--- src/rtl/tmr_mem_scrubber_pkg.sv ---
// Shared types and constants for the TMR memory scrubber.
package scrub_pkg;

  localparam int unsigned CNT_W = 32;

  typedef enum logic [2:0] {
    IDLE,
    WAIT_INT,
    RD_REQ,
    RD_RESP,
    VOTE,
    WR_REQ
  } state_t;

endpackage

--- src/rtl/tmr_mem_scrubber_voter.sv ---
// Combinational bitwise majority voter over three replicas, plus per-bit disagreement mask.
module tmr_voter #(
  parameter int unsigned DATA_W = 100
) (
  input  logic [DATA_W-1:0] a,
  input  logic [DATA_W-1:0] b,
  input  logic [DATA_W-1:0] c,
  output logic [DATA_W-1:0] maj,
  output logic [DATA_W-1:0] mask
);

  always_comb begin
    maj  = (a & b) | (a & c) | (b & c);
    mask = (a ^ maj) | (b ^ maj) | (c ^ maj);
  end

endmodule

--- src/rtl/tmr_mem_scrubber.sv ---
// Walks a triplicated memory word by word, votes the replicas, reports flipped bits
// on scrub_o and writes the voted word back when the replicas disagree.
module tmr_mem_scrubber
  import scrub_pkg::*;
#(
  parameter  int unsigned DATA_W   = 100,
  parameter  int unsigned DEPTH    = 1024,
  parameter  int unsigned INTERVAL = 16,
  localparam int unsigned ADDR_W   = $clog2(DEPTH)
) (
  input  logic                clk_i,
  input  logic                rstn_i,
  input  logic                en_i,
  output logic                mem_req_o,
  output logic                mem_we_o,
  output logic [ADDR_W-1:0]   mem_addr_o,
  output logic [DATA_W-1:0]   mem_wdata_o,
  input  logic                mem_gnt_i,
  input  logic                mem_rvalid_i,
  input  logic [3*DATA_W-1:0] mem_rdata_i,
  output logic [DATA_W-1:0]   scrub_o,
  output logic                pass_done_o,
  output logic                busy_o,
  output logic [CNT_W-1:0]    corr_cnt_o
);

  localparam int unsigned IW = (INTERVAL > 0) ? $clog2(INTERVAL + 1) : 1;

  state_t                r_state;
  logic [ADDR_W-1:0]     r_addr;
  logic [IW-1:0]         r_cnt;
  logic [3*DATA_W-1:0]   r_rdata;
  logic [DATA_W-1:0]     r_wdata;
  logic [DATA_W-1:0]     r_scrub;
  logic                  r_pass_done;
  logic [CNT_W-1:0]      r_corr;

  logic [DATA_W-1:0]     w_maj;
  logic [DATA_W-1:0]     w_mask;
  logic                  w_wrap;
  logic [ADDR_W-1:0]     w_addr_nxt;
  state_t                w_adv_state;

  tmr_voter #(
    .DATA_W(DATA_W)
  ) u_voter (
    .a    (r_rdata[DATA_W-1:0]),
    .b    (r_rdata[2*DATA_W-1:DATA_W]),
    .c    (r_rdata[3*DATA_W-1:2*DATA_W]),
    .maj  (w_maj),
    .mask (w_mask)
  );

  // Where the walk continues once the current word is finished.
  always_comb begin
    w_wrap      = (r_addr == ADDR_W'(DEPTH - 1));
    w_addr_nxt  = w_wrap ? '0 : r_addr + 1'b1;
    w_adv_state = IDLE;
    if (en_i) w_adv_state = (INTERVAL == 0) ? RD_REQ : WAIT_INT;
  end

  always_ff @(posedge clk_i) begin
    if (!rstn_i) begin
      r_state     <= IDLE;
      r_addr      <= '0;
      r_cnt       <= '0;
      r_rdata     <= '0;
      r_wdata     <= '0;
      r_scrub     <= '0;
      r_pass_done <= 1'b0;
      r_corr      <= '0;
    end else begin
      r_scrub     <= '0;
      r_pass_done <= 1'b0;
      unique case (r_state)
        IDLE: begin
          if (en_i) begin
            r_state <= (INTERVAL == 0) ? RD_REQ : WAIT_INT;
            r_cnt   <= IW'(INTERVAL);
          end
        end
        WAIT_INT: begin
          r_cnt <= r_cnt - 1'b1;
          if (r_cnt <= IW'(1)) r_state <= RD_REQ;
        end
        RD_REQ: begin
          if (mem_gnt_i) r_state <= RD_RESP;
        end
        RD_RESP: begin
          if (mem_rvalid_i) begin
            r_rdata <= mem_rdata_i;
            r_state <= VOTE;
          end
        end
        VOTE: begin
          r_scrub <= w_mask;
          if (|w_mask) begin
            r_wdata <= w_maj;
            r_state <= WR_REQ;
          end else begin
            r_addr      <= w_addr_nxt;
            r_pass_done <= w_wrap;
            r_cnt       <= IW'(INTERVAL);
            r_state     <= w_adv_state;
          end
        end
        WR_REQ: begin
          if (mem_gnt_i) begin
            if (r_corr != '1) r_corr <= r_corr + 1'b1;
            r_addr      <= w_addr_nxt;
            r_pass_done <= w_wrap;
            r_cnt       <= IW'(INTERVAL);
            r_state     <= w_adv_state;
          end
        end
        default: r_state <= IDLE;
      endcase
    end
  end

  always_comb begin
    mem_req_o   = (r_state == RD_REQ) || (r_state == WR_REQ);
    mem_we_o    = (r_state == WR_REQ);
    mem_addr_o  = r_addr;
    mem_wdata_o = r_wdata;
    scrub_o     = r_scrub;
    pass_done_o = r_pass_done;
    busy_o      = (r_state != IDLE);
    corr_cnt_o  = r_corr;
  end

endmodule

--- config.mk ---
export PLATFORM = sky130hd
export DESIGN_NAME = tmr_mem_scrubber
export DESIGN_NICKNAME = d
export VERILOG_FILES = /design/src/rtl/tmr_mem_scrubber_pkg.sv /design/src/rtl/tmr_mem_scrubber_voter.sv /design/src/rtl/tmr_mem_scrubber.sv
export SDC_FILE = /design/constraint.sdc
export NUM_CORES = 1
export LEC_CHECK = 0
export BUFFER_PORTS_ARGS = -buffer_cell sky130_fd_sc_hd__buf_2
export CAP_MARGIN = 20
export CORE_MARGIN = 1
export CORE_UTILIZATION = 49
export CTS_BUF_LIST = sky130_fd_sc_hd__clkbuf_16
export DETAILED_ROUTE_END_ITERATION = 6
export GPL_TIMING_DRIVEN = 1
export HOLD_SLACK_MARGIN = 0.12
export PLACE_DENSITY_LB_ADDON = 0.12
export SETUP_SLACK_MARGIN = 0.02
export SYNTH_ARGS = -nofsm -noshare
export SYNTH_HDL_FRONTEND = slang
export SYNTH_SLANG_ARGS = --single-unit
export TNS_END_PERCENT = 5
--- constraint.sdc ---
create_clock -name clk_i -period 2.4 [get_ports clk_i]
set_input_delay 0.48 -clock clk_i [delete_from_list [all_inputs] [get_ports clk_i]]
set_output_delay 0.48 -clock clk_i [all_outputs]
set_load 0.03 [all_outputs]
# Word-level counts from Yosys, hierarchy flattened
# Index checks and enable logic that the tools add are counted.
# totals
out_inout_bits	246
reg_bits	551
# op_classes
n_lt_le_gt_ge	1
n_eq_ne	13
n_addsub	3
n_reduce_logical	13
mux	19
n_bitwise	10
# op_table
cell	count
$or 100x100->100	4
$and 100x100->100	3
$xor 100x100->100	3
$reduce_or 100->1	1
$add 32x1->32 const B	1
$ne 32x32->1 const B	1
$mux 10	3
$pmux 10 s2	1
$pmux 5 s4	1
$mux 3	6
$pmux 3 s6	1
$mux 5	3
$add 10x1->10 const B	1
$eq 10x10->1 const B	1
$ne 2x2->1 const B	5
$eq 3x2->1 const B	2
$eq 3x3->1 const B	2
$reduce_and 2->1	3
$reduce_and 3->1	2
$le 5x1->1 const B	1
$reduce_and 5->1	1
$sub 5x1->5 const B	1
$reduce_and 4->1	1
$reduce_bool 4->1	1
8 further kinds	10

# Logic depth before layout (Yosys ltp)
# Gate-level depths: netlist of the first run.
# depth
word_depth	9
mapped_depth	12
depth_no_buf	10

# By module
# A second synthesis of the first run with hierarchy kept.
# unflattened
hier_cells	2795
area_unflattened_um2	23567.6
# modules_own_cells
mod	area_each_um2	instances	cells_per_inst
tmr_mem_scrubber	19180.9	1	2195
tmr_voter	4386.7	1	600

# Worst setup path before layout of the first run
# No wires, ideal clock.
# synth_path
path_type	register -> register
startpoint	register r_corr[3], in the netlist corr_cnt_o[3]
endpoint	register r_corr[31], in the netlist corr_cnt_o[31]
arrival_ns	2.453
path_stages_with_launch	10
slack_ns	-0.168
cell_sequence	dfxtp_1 > and4_1 > and3_1 > nand4_1 > nor4_2 > and3_1 > and2b_1 > nand4_1 > xnor2_1 > and2_1
# synth_between
elab_chain_len	2
# synth_rtl
element	line	text
start: declaration	tmr_mem_scrubber.sv:36	logic [CNT_W-1:0] r_corr;
start signal: assignment	tmr_mem_scrubber.sv:109	if (r_corr != '1) r_corr <= r_corr + 1'b1;
parallel branches: the longest is 2 deep, another holds $add 32x1->32	n/a	
# Parallel ways; which one is timed is not known.
# A chain may end at the register's enable or synchronous reset.

# Final worst setup path of the first run
# layout_path
startpoint	register r_rdata[158]
endpoint	register r_wdata[84], in the netlist mem_wdata_o[84]
# layout_between
elab_chain_len	8
# layout_rtl
element	line	text
start: declaration	tmr_mem_scrubber.sv:32	logic [3*DATA_W-1:0] r_rdata;
start signal: assignment	tmr_mem_scrubber.sv:91	r_rdata <= mem_rdata_i;
$and 100x100->100	tmr_mem_scrubber_voter.sv:13	maj = (a & b) | (a & c) | (b & c);
$or 100x100->100 (2 in series)	tmr_mem_scrubber_voter.sv:13	
$xor 100x100->100	tmr_mem_scrubber_voter.sv:14	mask = (a ^ maj) | (b ^ maj) | (c ^ maj);
$or 100x100->100	tmr_mem_scrubber_voter.sv:14	
$or 100x100->100 *	tmr_mem_scrubber_voter.sv:14	
$reduce_or 100->1 *	tmr_mem_scrubber.sv:97	if (|w_mask) begin
$reduce_and 2->1 (no line) *	n/a	
end signal: assignment	tmr_mem_scrubber.sv:98	r_wdata <= w_maj;
end: declaration	tmr_mem_scrubber.sv:33	logic [DATA_W-1:0] r_wdata;
# Mark *: on every way between the ends. The rest lies on a longest branch, timed or not.

==> results.py, run 1 <==
metrics = {
    "run_status": {
        "status": "finished with violations",
        "failed_checks": "setup timing",
    },
    "setup_path": {
        "end_kind": "flop",
        "cp_data_arrival_time_ps": 3550,
        "cp_max_fo": 60,
        "critPathKind": "reg2reg",
        "slowest_delay_ps": 390,
        "setup.worst_path.start_class": "flop",
        "r2r-start": "r_rdata[158]",
        "cp-startpoint": "r_rdata[158]",
        "crit_chain": "ha_1 -> nor2b_1 -> a211oi_1 -> buf_4 -> nand4_1 -> nor3_2 -> nand2_4 -> nor4_4 -> buf_6 -> buf_6 -> nor3_4 -> buf_4 -> buf_12 -> o211a_1",
        "required_ps": 2900,
        "timing.critical_path.slowest_stage_cell": "a211oi_1",
    },
    "worst_hold_path": {
        "hold_class": "in2reg",
        "hold_start": "mem_rdata_i[2]",
    },
    "placement": {
        "hpwl_um": 55000,
        "gp_routability_congestion": 0.875,
        "numPortBuffers": 550,
        "post-place-ws_ps": -1140,
        "dpl_cell_area_um2": 29600,
    },
    "clock_network": {
        "cts_tree": "built",
        "cts_buffer_depth": 3,
        "cts.htree.levels": 2,
        "clk_pin_slew_worst_paths_ps": 60,
        "clock_latency_ps": 620,
        "clock-sinks": 551,
        "cts_buffers": 58,
        "cts_root_buffer": "clkbuf_16",
    },
    "final_layout": {
        "final-seq-area_um2": 11100,
        "fin_area_um2": 34400,
        "nNetsFinal": 4158,
        "syn_to_final_growth_pct": 45.8,
        "multi_input_area_um2": 12600,
        "layout-drive-gt1-share_pct": 30.1,
        "fill_cells": 3617,
    },
    "flow_run": {
        "max_cap_viol_count": 0,
    },
    "grt": {
        "first_global_vias": 23972,
        "use_met3_pct": 7.86,
        "overflow": 0,
        "grt_max_degree": 126,
        "grt_pass1_wl_um": 126000,
        "grt_use_met1_pct": 35.7,
        "grtUsageMet2_pct": 56.2,
        "track_usage_pct": 31.9,
        "grt_antenna_before_repair": 12,
        "busiest_layer": "met2",
    },
    "synth": {
        "synth_cells": 2674,
        "ys_warn_count": 0,
        "synth.avg_cell_area_um2": 8.83,
        "synth.distinct_cells": 46,
        "syn_nets": 3083,
        "synth_top_flop_cell": "dfxtp_1",
        "synth_edf_count": 0,
        "synth_top_cell_area_share_pct": 46.7,
        "synth_area_leaders": "dfxtp_1, nand2_1, a21boi_0, ha_1, o211a_1",
        "ys_seq_area_share_pct": 46.7,
        "synthesis.area_um2": 23600,
        "ys_async_sr_fraction_pct": 0,
        "yosys_register_bits": 551,
        "yosysTopAreaCell": "dfxtp_1",
    },
    "sta": {
        "min_period_ps": 3050,
        "setup_viol": 118,
        "skew_ps": 14.0,
        "finalHoldViolCount": 0,
        "slew_headroom_pct": 58.8,
        "rsz0062_at_grt": "true",
        "maxSlewViolCount": 0,
        "finalCritPeriodShare_pct": 127,
        "postLayoutSetupSlackWorst_ps": -648,
        "fmax_ghz": 0.328,
        "worst_pin_slew_ps": 615,
    },
    "floorplan": {
        "num_rows": 80,
        "initial_core_util_pct": 49.6,
        "die_y_um": 222,
        "die_w_um": 222,
        "ioPinCount": 551,
        "dieArea_um2": 49100,
        "core-area_um2": 47600,
    },
    "pwr": {
        "p_leak_uw": 0.0160,
        "cellPowerDensity_nw_per_um2": 678,
        "p_total_uw": 23300,
        "irDropWorstVdd_mv": 0.615,
    },
    "drt": {
        "detail_route.drc_violations": 0,
        "routed-via-count": 23954,
        "dr.pass1.iters": 7,
        "routedWlPerCell_um": 18.5,
        "drt_wl_total_um": 81800,
        "viasPerCell": 5.42,
        "drt_iter0_drc": 1253,
        "ant_nets": 0,
    },
}
## sequential cells by signal, summed over array words and instances (netlist names)
name,count
corr_cnt_o,32
r_state,3
mem_wdata_o,100
mem_addr_o,10
scrub_o,100
r_cnt,5
pass_done_o,1
r_rdata,300
## cells by family after synthesis
logic type / Yosys count / share of synthesized area [%]
buffers and inverters: 160 / 2.55
AO/OA/AOI/OAI: 605 / 19.0
AND/OR/NAND/NOR: 1220 / 24.9
adder cells (fa/ha/maj): 104 / 5.51
multiplexers: 4 / 0.222
flip-flops: 551 / 46.7
XOR/XNOR: 30 / 1.11
## where the power goes
| group | switching [uW] | leakage [uW] | internal, uW |
|---|---|---|---|
| Combinational | 2840 | 0.0106 | 2360 |
| Clock | 3700 | 0.000913 | 4530 |
| Sequential | 319 | 0.00446 | 9590 |
## worst paths after layout
| path | cells after the start | slack [ps] | to |
|---|---|---|---|
| min | 3 | 140 | r_rdata[2] |
| min reg2reg | 1 | 490 | mem_wdata_o[39] |
| max | 14 | -650 | mem_wdata_o[84] |
| max reg2reg | 14 | -650 | mem_wdata_o[84] |
## layer usage
| metal | up-vias | wire length (um) |
|---|---|---|
| met5 | - | 27 |
| li1 | 11468 | - |
| met4 | 4 | 3890 |
| met1 | 11527 | 32300 |
| met3 | 210 | 5480 |
| met2 | 745 | 40100 |
## layout make-up
cell class,count,area share (%)
Multi-Input combinational cell,1964,36.5
Timing Repair Buffer,1168,24.0
Tap cell,615,2.23
Clock inverter,47,0.549
Inverter,6,0.0654
Antenna cell,9,0.0654
Sequential cell,551,32.2
Clock buffer,61,4.43
## Yosys cell counts, types with 3 or more instances
cell type and number:
nand4_1 31, xnor2_1 25, nand3b_1 102, xor2_1 5, mux2i_1 3, and3_1 9, or4_1 4, o31ai_1 3
o21ai_0 114, ha_1 104, nor3_1 105, nand3_1 23, and4_1 3, and2_1 31, nor3b_1 3, a21boi_0 305
nor4b_1 38, clkbuf_1 153, nand2_1 631, nor2b_1 104, nor4_1 7, a211oi_1 63, nand2b_1 6, dfxtp_1 551
inv_1 6, o211a_1 100, or3_1 5, a21oi_1 10, nor2_1 113
## critical path: cells and delay by family, from the launching register on
kind | cells | cell delay [ps]
AND/OR/NAND/NOR | 6 | 910
AO/OA/AOI/OAI | 2 | 640
flip-flops | 1 | 330
adder cells (fa/ha/maj) | 1 | 220
buffers and inverters | 5 | 790
## per-stage QoR
| step | util (%) | setup TNS (ps) | cells | hold slack, ps |
|---|---|---|---|---|
| finish | 72.3 | -69880 | 4421 | 137 |
| global route | 72.3 | -81400 | 4421 | 133 |
| CTS | 71.6 | -60260 | 4400 | 120 |
| detailed placement | 62.1 | -116780 | 4050 | 480 |
| global placement | 62.1 | -119990 | 4050 | 469 |
| floorplan | - | -3130 | 2674 | 459 |
## cell usage in the layout, fill, tap and decap left out, drive strengths merged, types with 3 or more instances in the layout
master,instances
buf,934
nand2,631
dfxtp,551
a21boi,308
dlygate4sd3,231
o21ai,114
nor2,113
nor3,105
nor2b,104
ha,104
nand3b,102
o211a,100
clkbuf,64
a211oi,63
nor4b,38
nand4,31
and2,31
clkinv,28
inv,25
xnor2,25
nand3,23
a21oi,10
diode,9
and3,9
nor4,9
nand2b,6
or3,5
xor2,5
or4,4
and4,3
mux2i,3
nor3b,3
o31ai,3
## timing repair
item	4_1_cts	5_1_grt
cloned	1	3
setup buffers	11	9
hold endpoints to repair	231	0
resized for setup	88	42
setup endpoints to repair	119	128
hold buffers	231	0
pin swaps	30	27
(Power assumes the default switching activity.)
==> inputs of run 2 (changes only) <==
==> constraint.sdc (replaced) <==
create_clock -name clk_i -period 2.4 [get_ports clk_i]
set_input_delay 0.36 -clock clk_i [delete_from_list [all_inputs] [get_ports clk_i]]
set_output_delay 0.36 -clock clk_i [all_outputs]
set_load 0.03 [all_outputs]
==> results.py, run 2 (same netlist as run 1, synthesis figures left out) <==
metrics = {
    "sta": {
        "setup_viol": 118,
        "slew_headroom_pct": 43.6,
        "finalHoldViolCount": 0,
        "finalCritPeriodShare_pct": 126,
        "maxSlewViolCount": 0,
        "hold_slack_ps": 223,
        "fmax_ghz": 0.330,
        "postLayoutSetupSlackWorst_ps": -633,
        "worst_pin_slew_ps": 846,
        "rsz0062_at_grt": "true",
        "min_period_ps": 3030,
        "skew_ps": 15.7,
    },
    "final_layout": {
        "regMostFlops": "r_rdata",
        "nNetsFinal": 4230,
        "syn_to_final_growth_pct": 48.5,
        "fin_area_um2": 35100,
        "final_common_cell": "nand2_1",
        "fin_util_pct": 73.6,
        "largest_register_ffs": 300,
        "layout-drive-gt1-share_pct": 29.5,
        "layout_common_cells": "nand2_1, buf_2, dfxtp_1, buf_4, a21boi_0",
        "fill_cells": 3401,
    },
    "grt": {
        "track_usage_pct": 32.4,
        "grt_antenna_before_repair": 8,
        "first_global_vias": 24561,
        "grt_pass1_wl_um": 128000,
        "grt_max_degree": 138,
        "overflow": 0,
    },
    "clock_network": {
        "cts_buffers": 59,
        "cts_root_buffer": "clkbuf_16",
        "cts_buffer_depth": 3,
        "cts_tree": "built",
        "clock_latency_ps": 610,
        "cts.htree.levels": 2,
        "clock-sinks": 551,
        "clk_pin_slew_worst_paths_ps": 60,
    },
    "pwr": {
        "cellPowerDensity_nw_per_um2": 671,
        "p_total_uw": 23500,
        "p_leak_uw": 0.0163,
        "irDropWorstVdd_mv": 0.603,
    },
    "drt": {
        "dr.pass1.iters": 7,
        "viasPerCell": 5.46,
        "drt_iter0_drc": 1540,
        "routed-via-count": 24491,
        "detail_route.drc_violations": 0,
        "ant_nets": 0,
        "drt_wl_total_um": 84000,
        "routedWlPerCell_um": 18.7,
    },
    "placement": {
        "dpl_cell_area_um2": 29600,
        "hpwl_um": 55000,
        "post-place-ws_ps": -924,
        "numPortBuffers": 550,
        "gp_routability_congestion": 0.871,
    },
    "flow_run": {
        "max_cap_viol_count": 0,
    },
    "setup_path": {
        "end_kind": "flop",
        "cp_max_fo": 39,
        "critPathKind": "reg2reg",
        "setup.worst_path.start_class": "flop",
        "required_ps": 2900,
        "cp_data_arrival_time_ps": 3540,
    },
    "floorplan": {
        "die_y_um": 222,
        "dieArea_um2": 49100,
        "core-area_um2": 47600,
        "ioPinCount": 551,
        "num_rows": 80,
        "initial_core_util_pct": 49.6,
        "die_w_um": 222,
    },
    "worst_hold_path": {
        "hold_class": "in2reg",
    },
    "run_status": {
        "failed_checks": "setup timing",
        "status": "finished with violations",
    },
}
[run 2: cell count changes in the layout (fill, tap and decap cells not counted), moves of 3 or more]
cell,change
dfxtp_1,+8
inv_1,-8
clkinv_1,-4
buf_12,-3
clkinv_2,+7
dlygate4sd3_1,+70
buf_4,+4
ha_1,+6
ha_2,-4
dfxtp_2,-8
[run 2: through the flow]
stage / setup TNS [ps] / std cells
after floorplan: -3130 / 2674
after global placement: -90400 / 4055
after detailed placement: -93370 / 4055
after CTS: -58650 / 4469
after global routing: -78860 / 4487
final: -66820 / 4488
[run 2: what timing repair did]
| action | CTS | global route |
|---|---|---|
| endpoints found under the setup margin | 118 | 126 |
| pin swaps | 21 | 15 |
| setup buffers | 8 | 8 |
| hold buffers | 301 | 0 |
| hold endpoints to repair | 308 | 0 |
| gates resized for setup | 49 | 73 |
| gates cloned | 0 | 3 |
[run 2: path summary, 6_finish.rpt]
kind | start | end | slack (ps) | cells past startpoint
min reg2reg | r_rdata[206] | r_rdata[206] | 490 | 2
max | r_rdata[62] | mem_wdata_o[76] | -630 | 15
min | mem_gnt_i | r_state[2] | 220 | 4
max reg2reg | r_rdata[62] | mem_wdata_o[76] | -630 | 15
[run 2: layer usage]
layer  global-route usage [%]  wire [um]  share of wire, %
met1                     35.2      31900                38
met5                        0         12             0.014
met2                     56.9      40900                49
met3                     8.32       6160               7.3
met4                     19.0       5080               6.0
[run 2: area by class of cell]
| class | count | area, um2 | share of cell area [%] |
|---|---|---|---|
| Timing Repair Buffer | 1240 | 8920 | 25.4 |
| Inverter | 6 | 22.5 | 0.0642 |
| Antenna cell | 8 | 20.0 | 0.0571 |
| Sequential cell | 551 | 11100 | 31.6 |
| Multi-Input combinational cell | 1963 | 12500 | 35.7 |
| Tap cell | 615 | 769 | 2.19 |
| Clock buffer | 61 | 1530 | 4.35 |
| Clock inverter | 44 | 215 | 0.614 |
[run 2: critical path, stage by stage, from the launching register on]
cell and delay, ps:
dfxtp_2 320, ha_2 190, nor2b_1 150, a211oi_2 190
buf_4 190, nand4_1 210, nor4_1 300, buf_4 190
nand2_2 70, nor4_4 160, buf_4 200, buf_12 110
nor3_4 60, buf_4 160, buf_12 170, o211a_1 230
[run 2: power breakdown]
group          total [uW]  internal (uW)  switching (uW)
logic                5230           2400            2830
registers            9910           9590             318
clock network        8400           4650            3750
==> inputs of run 3 (changes only) <==
- CORE_AREA: default -> 2 2 213 215
- CORE_MARGIN: 1 -> default
- CORE_UTILIZATION: 49 -> default
- DIE_AREA: default -> 0 0 215 217
- clock period: 2.4 -> 2.96 ns (I/O delays scaled with it)
==> results.py, run 3 (same netlist as run 1, synthesis figures left out) <==
metrics = {
    "floorplan": {
        "dieArea_um2": 46700,
        "die_y_um": 217,
        "initial_core_util_pct": 52.8,
        "ioPinCount": 551,
        "num_rows": 78,
        "core-area_um2": 44700,
        "die_w_um": 215,
    },
    "final_layout": {
        "fin_cells": 4212,
        "layout-drive-gt1-share_pct": 24.0,
        "layout_common_cells": "nand2_1, buf_2, dfxtp_1, a21boi_0, dlygate4sd3_1",
        "regMostFlops": "r_rdata",
        "fin_util_pct": 73.3,
        "syn_to_final_growth_pct": 38.7,
        "nNetsFinal": 3971,
        "largest_register_ffs": 300,
        "final_common_cell": "nand2_1",
    },
    "sta": {
        "finalCritPeriodShare_pct": 102,
        "maxSlewViolCount": 0,
        "postLayoutSetupSlackWorst_ps": -47.5,
        "min_period_ps": 3010,
        "worst_pin_slew_ps": 1460,
        "hold_slack_ps": 142,
        "slew_headroom_pct": 2.98,
        "skew_ps": 25.4,
        "fmax_ghz": 0.333,
        "rsz0062_at_grt": "true",
        "finalHoldViolCount": 0,
        "setup_viol": 31,
    },
    "setup_path": {
        "r2r-start": "r_rdata[91]",
        "worstRegToRegCells": 15,
        "required_ps": 3490,
        "r2r_slack_ps": -50,
        "crit_chain": "ha_2 -> nor2b_1 -> a211oi_2 -> buf_4 -> nand4_1 -> nor4_1 -> buf_4 -> nand2_4 -> nor4_4 -> buf_6 -> buf_12 -> nor3_4 -> buf_12 -> nand3b_1 -> o211a_1",
        "setup.worst_path.start_class": "flop",
        "critPathKind": "reg2reg",
        "timing.critical_path.slowest_stage_cell": "dfxtp_2",
        "slowest_delay_ps": 320,
        "timing.rr.end": "mem_wdata_o[69]",
        "cp_max_fo": 58,
        "cp_data_arrival_time_ps": 3540,
        "end_kind": "flop",
    },
    "clock_network": {
        "cts_root_buffer": "clkbuf_16",
        "cts_buffer_depth": 3,
        "cts_tree": "built",
        "cts_buffers": 57,
        "clock-sinks": 551,
        "clock_latency_ps": 610,
        "clk_pin_slew_worst_paths_ps": 60,
        "cts.htree.levels": 2,
    },
    "pwr": {
        "cellPowerDensity_nw_per_um2": 561,
        "irDropWorstVdd_mv": 0.451,
        "p_leak_uw": 0.0149,
    },
    "grt": {
        "grt_pass1_wl_um": 120000,
        "grt_antenna_before_repair": 7,
        "grt_max_degree": 231,
        "first_global_vias": 22958,
        "track_usage_pct": 32.1,
        "overflow": 0,
    },
    "placement": {
        "hpwl_um": 52000,
        "placed_cells": 3800,
        "numPortBuffers": 550,
        "gp_routability_congestion": 0.896,
    },
    "drt": {
        "dr.pass1.iters": 5,
        "routed-via-count": 23171,
        "detail_route.drc_violations": 0,
        "drt_wl_total_um": 78500,
        "drt_iter0_drc": 1489,
        "routedWlPerCell_um": 18.6,
        "ant_nets": 0,
        "viasPerCell": 5.50,
    },
    "worst_hold_path": {
        "hold_start": "mem_rdata_i[0]",
        "hold_class": "in2reg",
        "whs_path_depth": 3,
        "min_to": "r_rdata[0]",
    },
    "run_status": {
        "failed_checks": "setup timing",
        "status": "finished with violations",
    },
    "flow_run": {
        "max_cap_viol_count": 0,
    },
}
## run 3: critical path: cells and delay by family, from the launching register on
kind	cells	cell delay [ps]
AOI/OAI and AO/OA	2	480
adders and majority gates	1	180
buffers and inverters	5	870
and+or+nand+nor	7	1050
DFF	1	320
## run 3: worst max path at each step
stage	startpoint	end	slack [ps]	cells past startpoint
after floorplan	corr_cnt_o[3]	corr_cnt_o[31]	390	9
after global routing	r_rdata[8]	mem_addr_o[5]	-170	11
after global placement	r_rdata[76]	mem_addr_o[6]	-540	12
after detailed placement	r_rdata[76]	mem_addr_o[6]	-520	12
after CTS	r_rdata[91]	mem_addr_o[6]	10	14
final	r_rdata[91]	mem_wdata_o[69]	-50	15
## run 3: area by class of cell
type	count	area, um2
Inverter	6	22.5
Fill cell	3364	11900
Clock inverter	45	190
Tap cell	600	751
Clock buffer	57	1430
Timing Repair Buffer	982	6870
Multi-Input combinational cell	1964	12400
Sequential cell	551	11000
Antenna cell	7	17.5
## run 3: repair_timing
action,4_1_cts,5_1_grt
hold buffers,290,0
buffers inserted,5,7
endpoints found under the setup margin,118,117
gates cloned,1,0
resized for setup,54,58
pin swaps,22,29
hold endpoints to repair,290,0
## run 3: stage by stage
| step | total power (uW) | setup TNS [ps] | setup slack, ps | area [um2] |
|---|---|---|---|---|
| 3_3_place_gp | 11300 | -42420 | -541 | 27700 |
| 2_1_floorplan | 9980 | 0 | 392 | 23600 |
| 6_report | 18400 | -394 | -47.5 | 32800 |
| 4_1_cts | 18200 | 0 | 12.8 | 32500 |
| 3_5_place_dp | 11400 | -38860 | -520 | 27700 |
| 5_1_grt | 19100 | -9620 | -171 | 32800 |
## run 3: power breakdown
| group | switching (uW) | total [uW] | internal, uW |
|---|---|---|---|
| sequential | 295 | 8070 | 7780 |
| combinational | 2190 | 3890 | 1710 |
| clock | 2960 | 6410 | 3460 |
| total | 5440 | 18400 | 12900 |
## run 3: layer usage
metal	part of all wire [%]	vias to the layer above	GRT usage, %
li1	-	11087	-
met5	0.013	-	0
met4	4.9	2	15.6
met2	49	737	56.1
met3	7.0	207	8.01
met1	40	11138	36.8
